`src/rtl/cmd_pkg.sv`:
```
// cmd_pkg: command bus codes and responder state encoding shared by generator and responder
package cmd_pkg;
  localparam logic [2:0] IDLE_C = 3'b111;
  localparam logic [2:0] PH1_C  = 3'b011;
  localparam logic [2:0] WR2_C  = 3'b101;
  localparam logic [2:0] RD2_C  = 3'b110;
  typedef enum logic [1:0] {IDLE, PH1, PH2W, PH2R} state_t;
endpackage

```
`src/rtl/cmd_sat_cnt.sv`:
```
// cmd_sat_cnt: saturating up counter with increment enable and async active-high clear
module cmd_sat_cnt #(
  parameter int W = 8
) (
  input  logic         clk,
  input  logic         rst,
  input  logic         inc,
  output logic [W-1:0] cnt
);
  always_ff @(posedge clk or posedge rst)
    if (rst) cnt <= '0;
    else if (inc && cnt != '1) cnt <= cnt + 1'b1;
endmodule

```
`src/rtl/cmd_responder.sv`:
```
// cmd_responder: decodes command bus into write/read strobes, flags violations, counts transactions
// CMD_ERR_CNT_EN adds a saturating err_cnt port.
module cmd_responder
  import cmd_pkg::*;
#(
  parameter int CNT_W = 8
) (
  input  logic             clk,
  input  logic             rst,
  input  logic [2:0]       cmd,
  output logic             wr_stb,
  output logic             rd_stb,
  output logic             err,
  output logic             busy,
  output logic [CNT_W-1:0] wr_cnt,
  output logic [CNT_W-1:0] rd_cnt
`ifdef CMD_ERR_CNT_EN
  ,output logic [CNT_W-1:0] err_cnt
`endif
);
  state_t state, nxt;
  logic wr_n, rd_n, err_n;
  always_comb begin
    nxt   = state;
    wr_n  = 1'b0;
    rd_n  = 1'b0;
    err_n = 1'b0;
    case (state)
      IDLE: begin
        nxt   = cmd == PH1_C ? PH1 : IDLE;
        err_n = cmd != PH1_C && cmd != IDLE_C;
      end
      PH1: begin
        wr_n  = cmd == WR2_C;
        rd_n  = cmd == RD2_C;
        err_n = !wr_n && !rd_n;
        nxt   = wr_n ? PH2W : rd_n ? PH2R : cmd == PH1_C ? PH1 : IDLE;
      end
      default: begin
        nxt   = cmd == PH1_C ? PH1 : IDLE;
        err_n = cmd != PH1_C && cmd != IDLE_C;
      end
    endcase
  end
  always_ff @(posedge clk or posedge rst)
    if (rst) begin
      state  <= IDLE;
      wr_stb <= 1'b0;
      rd_stb <= 1'b0;
      err    <= 1'b0;
      wr_cnt <= '0;
      rd_cnt <= '0;
    end else begin
      state  <= nxt;
      wr_stb <= wr_n;
      rd_stb <= rd_n;
      err    <= err_n;
      wr_cnt <= wr_cnt + CNT_W'(wr_n);
      rd_cnt <= rd_cnt + CNT_W'(rd_n);
    end
  assign busy = state != IDLE;
`ifdef CMD_ERR_CNT_EN
  cmd_sat_cnt #(.W(CNT_W)) u_err_cnt (.clk(clk), .rst(rst), .inc(err_n), .cnt(err_cnt));
`endif
endmodule

```
`config.mk`:
```
export PLATFORM = sky130hd
export DESIGN_NAME = cmd_responder
export DESIGN_NICKNAME = d
export VERILOG_FILES = /design/src/rtl/cmd_pkg.sv /design/src/rtl/cmd_sat_cnt.sv /design/src/rtl/cmd_responder.sv
export SDC_FILE = /design/constraint.sdc
export NUM_CORES = 1
export LEC_CHECK = 0
export CORE_MARGIN = 4
export CORE_UTILIZATION = 30
export DETAILED_ROUTE_END_ITERATION = 16
export GPL_ROUTABILITY_DRIVEN = 0
export SLEW_MARGIN = 20
export SYNTH_ARGS = -nofsm -noshare
export SYNTH_HDL_FRONTEND = slang
export SYNTH_SLANG_ARGS = --single-unit
```
`constraint.sdc`:
```
create_clock -name clk -period 2.1 [get_ports clk]
set_input_delay 0.315 -clock clk [delete_from_list [all_inputs] [get_ports clk]]
set_output_delay 0.315 -clock clk [all_outputs]
set_load 0.05 [all_outputs]
```
==> summary.txt <==
Critical path
  – Worst-path cell chain: clkdlybuf4s50_1
  – Worst Path Required: 1.78 ns
  – CP startpoint kind: flop
  – CP arrival: 1.57 ns
  – Crit end category: output port
  – Cell at the slowest stage of the critical path: clkdlybuf4s50_1
  – Largest stage delay, worst path: 0.83 ns
  – Cell count of the worst reg-to-reg path: 6
  – CP endpoint: rd_cnt[2]
  – RR Startpoint: state[1]$_DFF_PP0_
  – Crit Path Class: flop to output port
  – WP buf/inv: 1
  – Critical path fanouts, max: 5
  – Worst reg2reg path endpoint: wr_cnt[4]$_DFF_PP0_
  – Delay-heaviest family, CP: buffers and inverters
  – Crit path depth: 1
  – Critical path startpoint: rd_cnt[2]$_DFF_PP0_
  – Flop2flop setup slack: 0.46 ns

Clock tree
  – CTS tree: yes
  – CTS Buffer Depth: 2
  – Num CTS Buffers: 3
  – Root buffer cell: clkbuf_4
  – Clk sinks: 21
  – Clk_lat worst skew: 0.29 ns
  – CTS HTree Levels: 1
  – Clock transition at path regs: 0.12 ns

Timing
  – Clock skew: 0.00555 ns
  – Total negative slack: 0 ns
  – RSZ-0062 raised after global routing: no
  – Slew at the pin closest to its max-slew limit: 0.502 ns
  – Slew Limit Fails: 0
  – Rel. slew slack: 66.5%
  – Final Hold Viols: 0
  – Period utilization: 90.0%
  – Final min period: 1.89 ns
  – Max frequency: 529 MHz
  – Final setup viols: 0

Routing
  – Total wire length: 1420 µm
  – ANT nets after route: 0
  – Drt first pass iters: 2
  – M1 WL: 670 µm
  – DR WL met2: 664 µm
  – DRC errors left: 0
  – Highest Signal Layer: met4
  – DR vias/cell: 4.52
  – Initial DRC count: 4
  – Met3 Wirelength: 66 µm
  – Via count: 556
  – Routed len/inst: 11.6 µm

Power and ir drop
  – Flop pwr share: 51.2%
  – Combinational power share: 28.5%
  – Final Power: 927 µW
  – Maximum vdd drop: 0.000576 V
  – P_int: 599 µW
  – Pwr Density: 809 nW/µm²
  – Clock power share: 20.3%
  – Psw: 328 µW
  – Sw frac: 35.4%
  – Leakage power: 0.000550 µW

Run
  – Max Cap Viol: 0

Die
  – Die ar.: 3680 µm²
  – Die width: 60.6 µm
  – Initial cell density of the core: 32.4%
  – Row count: 18
  – # IOs: 25
  – Core area: 2570 µm²
  – Die Ht: 60.6 µm

Global routing
  – Aggregate global routing overflow: 0
  – Global-route wire length before repair: 2430 µm
  – Initial antenna violation count: 0
  – Pin count of the biggest net entering global routing: 22
  – Vias in the first global route: 572
  – GRT Total Usage: 9.20%

Final layout
  – Commonest non-fill, non-tap cell in the layout: clkdlybuf4s50_1
  – Layout Area Growth over Synthesis: 38.0%
  – Most frequent cells in the layout: clkdlybuf4s50_1 (23), dfrtp_1 (21), xnor2_1 (8)
  – N_diodes: 0
  – NumNets Final: 103
  – Share of cells above drive strength 1: 8.60%
  – Post-layout util: 44.6%

Min path
  – Worst Hold Class: input port to async pin

Placed design
  – Post-DP HPWL: 1110 µm
  – IO Port Bufs: 24

Yosys
  – Mapped Nets: 73
  – Netlist Area Pre-Place: 831 µm²
  – Largest area contributor in the netlist: dfrtp_1
  – Synthesized area per cell: 13.0 µm²
  – Cells after synthesis: 64
  – Post-synth cell types: 17
  – Dominant cells by area after synthesis: dfrtp_1 (63%), xnor2_1 (8.4%), ha_1 (6.0%), nand3_1 (4.2%), xor2_1 (4.2%)
  – Register area share after synthesis: 63.3%
  – Post-synth top area share: 63.3%
  – Ys Warns: 0
  – Synthesis-stage register bit count: 21

Run status
  – Outcome: finished, final reports clean
## cell usage after synthesis
master	count
nor3_2	1
nor2_1	3
xnor2_1	8
dfrtp_1	21
xor2_1	4
ha_1	4
a31oi_1	1
a21oi_1	1
nand2_1	3
or2_2	1
inv_1	1
nand3_1	7
o22ai_1	1
nand2b_1	3
and3_1	3
nand3_2	1
nand3b_1	1
## sequential cells by signal, summed over array words and instances (netlist names)
signal,flops
rd_cnt,8
err,1
wr_cnt,8
rd_stb,1
state,2
wr_stb,1
## how the worst min path moves through the flow
stage | endpoint | startpoint | depth (start not counted)
after floorplan | err$_DFF_PP0_ | rst | 1
after global placement | rd_cnt[7]$_DFF_PP0_ | rd_cnt[7]$_DFF_PP0_ | 1
after detailed placement | wr_cnt[7]$_DFF_PP0_ | wr_cnt[7]$_DFF_PP0_ | 1
after CTS | state[0]$_DFF_PP0_ | rst | 3
after global routing | state[1]$_DFF_PP0_ | rst | 3
final | wr_cnt[1]$_DFF_PP0_ | rst | 3
## repair_timing
action                                  4_1_cts  5_1_grt
buffers inserted                              0        0
resized for setup                             0        1
endpoints found under the hold margin         0        0
hold buffers                                  0        0
endpoints found under the setup margin        0        1
## power by group through the flow
stage | Combinational [µW] | Sequential [µW] | Clock (µW)
floorplan | 31.3 | 615 | 0
global placement | 266 | 483 | 0
detailed placement | 266 | 484 | 0
CTS | 268 | 476 | 198
global route | 277 | 482 | 219
finish | 264 | 475 | 188
## final cells by class
cell class / instances / area (µm²)
fill: 274 / 1420
sequential: 21 / 526
multi-input combinational: 42 / 302
timing repair buffer: 25 / 250
tap: 30 / 37.5
clock buffer: 3 / 22.5
clock inverter: 1 / 5.00
inverter: 1 / 3.75
## cells by family (layout without fill, tap and decap cells)
| group | after synthesis | after routing | share of synthesized area [%] |
|---|---|---|---|
| AOI/OAI and AO/OA | 3 | 3 | 2.11 |
| xor gates and xnor gates | 12 | 12 | 12.7 |
| adders and majority gates | 4 | 4 | 6.02 |
| buffers and inverters | 1 | 30 | 0.451 |
| DFF | 21 | 21 | 63.3 |
| and+or+nand+nor | 23 | 23 | 15.5 |
## through the flow
step           setup slack, ns  hold WS [ns]  area, µm²  std cells
6_report                 0.210         0.328       1150        123
5_1_grt                  0.137         0.327       1150        123
4_1_cts                 0.0426         0.327       1140        123
3_5_place_dp            0.0948         0.463       1120        119
2_1_floorplan            0.621         0.292        831         64
3_3_place_gp             0.141         0.459       1120        119
## per-layer routing
| layer | up-vias | GRT usage [%] |
|---|---|---|
| met3 | 2 | 2.55 |
| met4 | 0 | 5.57 |
| met1 | 265 | 11.7 |
| li1 | 276 | - |
| met5 | - | 0 |
| met2 | 13 | 13.9 |
No activity file was read; power rests on OpenSTA's default activity.
